**src/rtl/div_unit_if.sv**
```systemverilog
// ---------------------------------------------------------------------------
// div_unit_if
//   Request/result bundle between the execute stage and the multi-cycle
//   divider.
//
//   Requester -> divider : start_i, signed_i, a_i, b_i, cancel_i
//   Divider -> requester : busy_o, valid_o, hi_o, lo_o, dbz_o
//
//   Modports:
//     master - the execute stage / hazard logic driving requests
//     slave  - the divider itself
// ---------------------------------------------------------------------------
interface div_unit_if #(
  parameter int WIDTH = 32
);
  logic             start_i;
  logic             signed_i;
  logic [WIDTH-1:0] a_i;
  logic [WIDTH-1:0] b_i;
  logic             cancel_i;
  logic             busy_o;
  logic             valid_o;
  logic [WIDTH-1:0] hi_o;
  logic [WIDTH-1:0] lo_o;
  logic             dbz_o;

  modport master (
    output start_i, signed_i, a_i, b_i, cancel_i,
    input  busy_o, valid_o, hi_o, lo_o, dbz_o
  );

  modport slave (
    input  start_i, signed_i, a_i, b_i, cancel_i,
    output busy_o, valid_o, hi_o, lo_o, dbz_o
  );
endinterface

```
**src/rtl/div_unit.sv**
```systemverilog
// ---------------------------------------------------------------------------
// div_unit
//   Multi-cycle radix-2 restoring divider for DIV/DIVU. One quotient bit is
//   produced per cycle over WIDTH iterations; the result is sign-corrected
//   and registered in a final DONE cycle, then announced with a one-cycle
//   valid_o pulse. A zero divisor skips the iterations entirely.
//
//   Ports:
//     clk  - pipeline clock, rising edge
//     rst  - asynchronous, active-low reset
//     bus  - div_unit_if.slave:
//              start_i/signed_i/a_i/b_i  request, sampled while idle
//              cancel_i                  abort, wins over everything but reset
//              busy_o                    operation in progress
//              valid_o                   one-cycle result strobe
//              hi_o/lo_o                 remainder/quotient, held
//              dbz_o                     divisor was zero, held with results
// ---------------------------------------------------------------------------
module div_unit #(
  parameter int WIDTH = 32
) (
  input  logic      clk,
  input  logic      rst,
  div_unit_if.slave bus
);

  typedef enum logic [1:0] {
    S_IDLE = 2'd0,
    S_BUSY = 2'd1,
    S_DONE = 2'd2
  } state_t;

  localparam logic [5:0] LAST_STEP = 6'(WIDTH - 1);

  state_t           r_state;
  state_t           w_next;

  logic [WIDTH-1:0] r_q;        // quotient shift register (dividend on entry)
  logic [WIDTH-1:0] r_r;        // partial remainder
  logic [WIDTH-1:0] r_d;        // divisor magnitude
  logic [5:0]       r_cnt;
  logic             r_negq;
  logic             r_negr;
  logic             r_dbz_pend; // DONE was reached via the zero-divisor path

  logic             r_valid;
  logic [WIDTH-1:0] r_hi;
  logic [WIDTH-1:0] r_lo;
  logic             r_dbz;

  logic             w_start;
  logic             w_b_zero;
  logic [WIDTH-1:0] w_abs_a;
  logic [WIDTH-1:0] w_abs_b;
  logic [WIDTH:0]   w_rs;       // {R,Q} shifted left, upper WIDTH+1 bits
  logic [WIDTH:0]   w_trial;
  logic [WIDTH-1:0] w_r_next;

  assign w_start  = bus.start_i && !bus.cancel_i;
  assign w_b_zero = (bus.b_i == '0);

  // Magnitudes only for signed requests; DIVU operands pass through raw.
  assign w_abs_a = (bus.signed_i && bus.a_i[WIDTH-1]) ? -bus.a_i : bus.a_i;
  assign w_abs_b = (bus.signed_i && bus.b_i[WIDTH-1]) ? -bus.b_i : bus.b_i;

  // Restoring step. The shifted remainder can exceed WIDTH bits, hence the
  // WIDTH+1 subtract; the trial's MSB set means the divisor did not fit.
  assign w_rs     = {r_r, r_q[WIDTH-1]};
  assign w_trial  = w_rs - {1'b0, r_d};
  assign w_r_next = w_trial[WIDTH] ? w_rs[WIDTH-1:0] : w_trial[WIDTH-1:0];

  // NOTE: always_ff uses non-blocking (<=) so every register samples the
  // pre-edge values of the others; blocking here would chain them in order.
  always_ff @(posedge clk or negedge rst) begin
    if (!rst) begin
      r_state <= S_IDLE;
    end else begin
      r_state <= w_next;
    end
  end

  // NOTE: w_next gets its default before any branch so that no path leaves
  // it unassigned, which would otherwise infer a latch.
  always_comb begin
    w_next = r_state;
    if (bus.cancel_i) begin
      w_next = S_IDLE;
    end else begin
      unique case (r_state)
        S_IDLE: if (w_start) w_next = w_b_zero ? S_DONE : S_BUSY;
        S_BUSY: if (r_cnt == LAST_STEP) w_next = S_DONE;
        S_DONE: w_next = S_IDLE;
        default: w_next = S_IDLE;
      endcase
    end
  end

  // NOTE: the datapath registers are reset too, not just the FSM, because
  // hi_o/lo_o/dbz_o must read zero straight out of reset, even mid-division.
  always_ff @(posedge clk or negedge rst) begin
    if (!rst) begin
      r_q        <= '0;
      r_r        <= '0;
      r_d        <= '0;
      r_cnt      <= '0;
      r_negq     <= 1'b0;
      r_negr     <= 1'b0;
      r_dbz_pend <= 1'b0;
      r_valid    <= 1'b0;
      r_hi       <= '0;
      r_lo       <= '0;
      r_dbz      <= 1'b0;
    end else begin
      r_valid <= 1'b0;
      if (!bus.cancel_i) begin
        unique case (r_state)
          S_IDLE: begin
            if (bus.start_i) begin
              r_r        <= '0;
              r_cnt      <= '0;
              r_dbz_pend <= w_b_zero;
              // Zero divisor keeps the raw dividend; it becomes hi_o as-is.
              r_q        <= w_b_zero ? bus.a_i : w_abs_a;
              r_d        <= w_abs_b;
              r_negq     <= bus.signed_i && (bus.a_i[WIDTH-1] ^ bus.b_i[WIDTH-1]);
              r_negr     <= bus.signed_i && bus.a_i[WIDTH-1];
            end
          end
          S_BUSY: begin
            r_r   <= w_r_next;
            r_q   <= {r_q[WIDTH-2:0], ~w_trial[WIDTH]};
            r_cnt <= r_cnt + 6'd1;
          end
          S_DONE: begin
            r_valid <= 1'b1;
            if (r_dbz_pend) begin
              r_lo  <= '1;
              r_hi  <= r_q;
              r_dbz <= 1'b1;
            end else begin
              r_lo  <= r_negq ? -r_q : r_q;
              r_hi  <= r_negr ? -r_r : r_r;
              r_dbz <= 1'b0;
            end
          end
          default: ;
        endcase
      end
    end
  end

  assign bus.busy_o  = (r_state != S_IDLE);
  assign bus.valid_o = r_valid;
  assign bus.hi_o    = r_hi;
  assign bus.lo_o    = r_lo;
  assign bus.dbz_o   = r_dbz;

endmodule

```
**src/flat_wrapper.sv**
```systemverilog
// flat-port wrapper written by rule: the top's interface ports become plain ports
module div_unit_flat 
#(
  parameter int WIDTH = 32
)
  (clk, rst, bus_start_i, bus_signed_i, bus_a_i, bus_b_i, bus_cancel_i, bus_busy_o, bus_valid_o, bus_hi_o, bus_lo_o, bus_dbz_o);
  div_unit_if #(.WIDTH(WIDTH)) bus_i ();
  input  logic clk;
  input  logic rst;
  input wire logic [$bits(bus_i.start_i)-1:0] bus_start_i;
  input wire logic [$bits(bus_i.signed_i)-1:0] bus_signed_i;
  input wire logic [$bits(bus_i.a_i)-1:0] bus_a_i;
  input wire logic [$bits(bus_i.b_i)-1:0] bus_b_i;
  input wire logic [$bits(bus_i.cancel_i)-1:0] bus_cancel_i;
  output wire logic [$bits(bus_i.busy_o)-1:0] bus_busy_o;
  output wire logic [$bits(bus_i.valid_o)-1:0] bus_valid_o;
  output wire logic [$bits(bus_i.hi_o)-1:0] bus_hi_o;
  output wire logic [$bits(bus_i.lo_o)-1:0] bus_lo_o;
  output wire logic [$bits(bus_i.dbz_o)-1:0] bus_dbz_o;
  assign bus_i.start_i = bus_start_i;
  assign bus_i.signed_i = bus_signed_i;
  assign bus_i.a_i = bus_a_i;
  assign bus_i.b_i = bus_b_i;
  assign bus_i.cancel_i = bus_cancel_i;
  assign bus_busy_o = bus_i.busy_o;
  assign bus_valid_o = bus_i.valid_o;
  assign bus_hi_o = bus_i.hi_o;
  assign bus_lo_o = bus_i.lo_o;
  assign bus_dbz_o = bus_i.dbz_o;
  div_unit #(.WIDTH(WIDTH)) u_core (.clk(clk), .rst(rst), .bus(bus_i));
endmodule
```
**config.mk**
```make
export PLATFORM = sky130hd
export DESIGN_NAME = div_unit_flat
export DESIGN_NICKNAME = d
export VERILOG_FILES = /design/src/rtl/div_unit_if.sv /design/src/rtl/div_unit.sv /design/src/flat_wrapper.sv
export SDC_FILE = /design/constraint.sdc
export NUM_CORES = 1
export LEC_CHECK = 0
export CAP_MARGIN = 20
export CORE_ASPECT_RATIO = 0.7
export CORE_UTILIZATION = 56
export DETAILED_ROUTE_END_ITERATION = 16
export PLACE_DENSITY = 0.88
export SETUP_SLACK_MARGIN = 0.2
export SLEW_MARGIN = 20
export SYNTH_ARGS = -nofsm -noshare
export SYNTH_HDL_FRONTEND = slang
export SYNTH_SLANG_ARGS = --single-unit
```
**constraint.sdc**
```tcl
create_clock -name clk -period 3.5 [get_ports clk]
set_input_delay 0.7 -clock clk [delete_from_list [all_inputs] [get_ports clk]]
set_output_delay 0.7 -clock clk [all_outputs]
set_load 0.005 [all_outputs]
```
==> flow_summary.toml <==
[status]
status = "finished clean"

[critical_path]
crit_slowest_cell = "dfrtp_1"
cp_top_family = "compound AO/OA/AOI/OAI gates"
start_kind = "register"
path_common_cell = "a21oi_2"
cp_max_fo = 7
endpoint_kind = "register"
cpPeakStageDelay_ps = 400
path_buf_inv = 3
worstPathArrival_ps = 3610
cp_data_required_time_ps = 3800
critPathKind = "reg2reg"
cp_cell_sequence = "inv_1 > ha_2 > fa_2 > nand2b_4 > a21oi_2 > o2111ai_2 > a21oi_2 > o31ai_4 > a21oi_2 > buf_4 > xor2_4 > clkbuf_16 > mux2i_1 > o21ai_0"

[floorplanning]
coreArea_sq_um = 19900
io_pins = 136
dieArea_sq_um = 21000
fp.dieW_microns = 173
initial_core_util = 0.573
core.rowCount = 43
die_h_microns = 121

[sta]
setup_slack_ps = 189
min_period_ps = 3310
rsz0062_at_grt = "yes"
worst_pin_slew_ps = 1100
hold_violations = 0
clock-skew-final_ps = 9.03
max_slew_margin = 0.265
finalCritPeriodShare = 0.946
finalSetupViolCount = 0
slew_violations = 0
clock.fmax_mhz = 302

[yosys]
synthAdderAreaFrac = 0.0423
synthMuxAreaShare = 0.0404
synthFlopType = "dfrtp_1"
synth_compound_area_frac = 0.207
netlist-cell-type-count = 69
synth_seq_cells = 173
synth.yosys.seq_area_share = 0.379
synth_top_cell_area_share = 0.379
ys_warn_count = 0
synth_area_leader_cell = "dfrtp_1"
synthesis.nets = 1467
async_flop_share = 1.00
synth_edf_count = 0
synth_xor_area_frac = 0.115
syn_area_sq_um = 11400
synthCells = 1360
synth-simple-area-share = 0.171
synth_top_family_by_area = "compound AO/OA/AOI/OAI gates"
syn_avg_cell_area_sq_um = 8.39
synth_area_leaders = "dfrtp_1, o21ai_0, nand2_1"

[cts]
clkTransAtPathRegs_ps = 70
clock_sinks = 173
cts_buffers = 17
root_buffer = "clkbuf_16"
cts_tree = "yes"
htree_levels = 4
clk_latency_ps = 440
hold_buffers = 0
clockBufferDepth = 2

[cells_and_area]
drive_gt1_frac = 0.0903
layout_commonest_cell = "nand2_1"
area_delta_synth_final_pct = 23.0
stdcell_count = 1788
nets = 1612
antenna_cells = 0
layout_common_cells = "nand2_1, dfrtp_1, o21ai_0"

[pwr]
total_power_uw = 11600
vdd_drop_max_mv = 0.624
p_per_area_nw_per_um2 = 827
p_leak_uw = 0.00624

[route]
drtIter0Drc = 1287
drt-pass1-iter-count = 9
wl_microns = 32700
drc = 0
dr_total_vias = 10845
met3_length_microns = 3790
viasPerCell = 6.07
route.met2.wl_microns = 14300
highest_layer = "met4"
wl_per_cell_microns = 18.3
wirelength_met1_microns = 14000
ant_nets = 0

[grt]
grt_pass1_vias = 9999
grt_pass1_wl_microns = 51700
grt_max_degree = 77
grt_antenna_before_repair = 0
gr-usage-all-layers = 0.311
grt_overflow = 0

[flow_run]
maxCapViolCount = 0

[place]
place_hpwl_microns = 23800
dp.cells = 1749
place_congestion = 0.973
place_ws_ps = -277
numPortBuffers = 135

[min_path]
hp-class = "in2async"
flip-flops by register name, indices dropped and copies added (netlist names):
signal and count:
u_core.r_negq 1, u_core.bus.lo_o 32, u_core.bus.valid_o 1, u_core.r_r 32, u_core.r_dbz_pend 1, u_core.bus.dbz_o 1, u_core.r_q 32, u_core.bus.hi_o 32
u_core.r_cnt 6, u_core.r_d 32, u_core.r_state 2, u_core.r_negr 1
per-stage QoR:
stage	instance area (sq um)	util	hold WS (ps)	setup TNS (ps)
global placement	13300	0.668	456	-3550
detailed placement	13300	0.668	459	-6370
CTS	13900	0.697	305	0
floorplan	11400	-	404	0
global route	14000	0.705	312	0
finish	14000	0.705	278	0
worst reg2reg max path, stage by stage, from the launching register on:
cell and delay (ps):
dfrtp_1 400, inv_1 90, ha_2 190, fa_2 350
nand2b_4 160, a21oi_2 180, o2111ai_2 170, a21oi_2 300
o31ai_4 120, a21oi_2 120, buf_4 140, xor2_4 350
clkbuf_16 260, mux2i_1 250, o21ai_0 100
power breakdown:
group          total (uW)  internal [uW]  switching (uW)
clock network        1840            964             878
registers            3430           2630             792
logic                6340           2990            3350
total               11600           6580            5020
cell usage after synthesis (all sizes together) (26+ instances only):
cell and n:
mux2i 46, inv 55, o31ai 26, xnor2 72, o21ai 171, dfrtp 173
a21oi 115, xor2 77, ha 37, clkbuf 63, nor2 110, nand2 186
path summary, 6_finish.rpt:
check / startpoint / to / slack (ps) / depth (start not counted)
min in group clk: u_core.bus.lo_o[0] / u_core.bus.lo_o[0] / 480 / 2
worst max-delay path: u_core.r_q[31] / u_core.r_r[20] / 190 / 14
worst min-delay path: rst / u_core.r_q[28] / 280 / 1
worst max register to register: u_core.r_q[31] / u_core.r_r[20] / 190 / 14
worst min register to register: u_core.bus.lo_o[0] / u_core.bus.lo_o[0] / 480 / 2
max in group asynchronous: rst / u_core.r_d[12] / 2280 / 2
per-layer routing:
metal | GRT usage | vias up
met3 | 0.0802 | 54
li1 | - | 5040
met1 | 0.444 | 5133
met2 | 0.469 | 618
met4 | 0.0770 | 0
met5 | 0 | -
layout make-up:
type	count	area (sq um)
Multi-Input combinational cell	1057	6680
Fill cell	1471	5870
Sequential cell	173	4330
Clock inverter	12	101
Tap cell	270	338
Clock buffer	20	457
Timing Repair Buffer	201	1920
Inverter	55	206
kinds of logic after synthesis:
logic type	after synthesis
AND/OR/NAND/NOR	422
AO/OA/AOI/OAI	402
flip-flops	173
XOR/XNOR	149
buffers and inverters	130
multiplexers	46
adder cells (fa/ha/maj)	38
what timing repair did:
item	4_1_cts	5_1_grt
endpoints found under the hold margin	0	0
setup buffers	0	4
cloned	0	3
resized for setup	2	16
setup endpoints to repair	18	60
pin swaps	0	8
No activity file was read; power rests on OpenSTA's default activity.
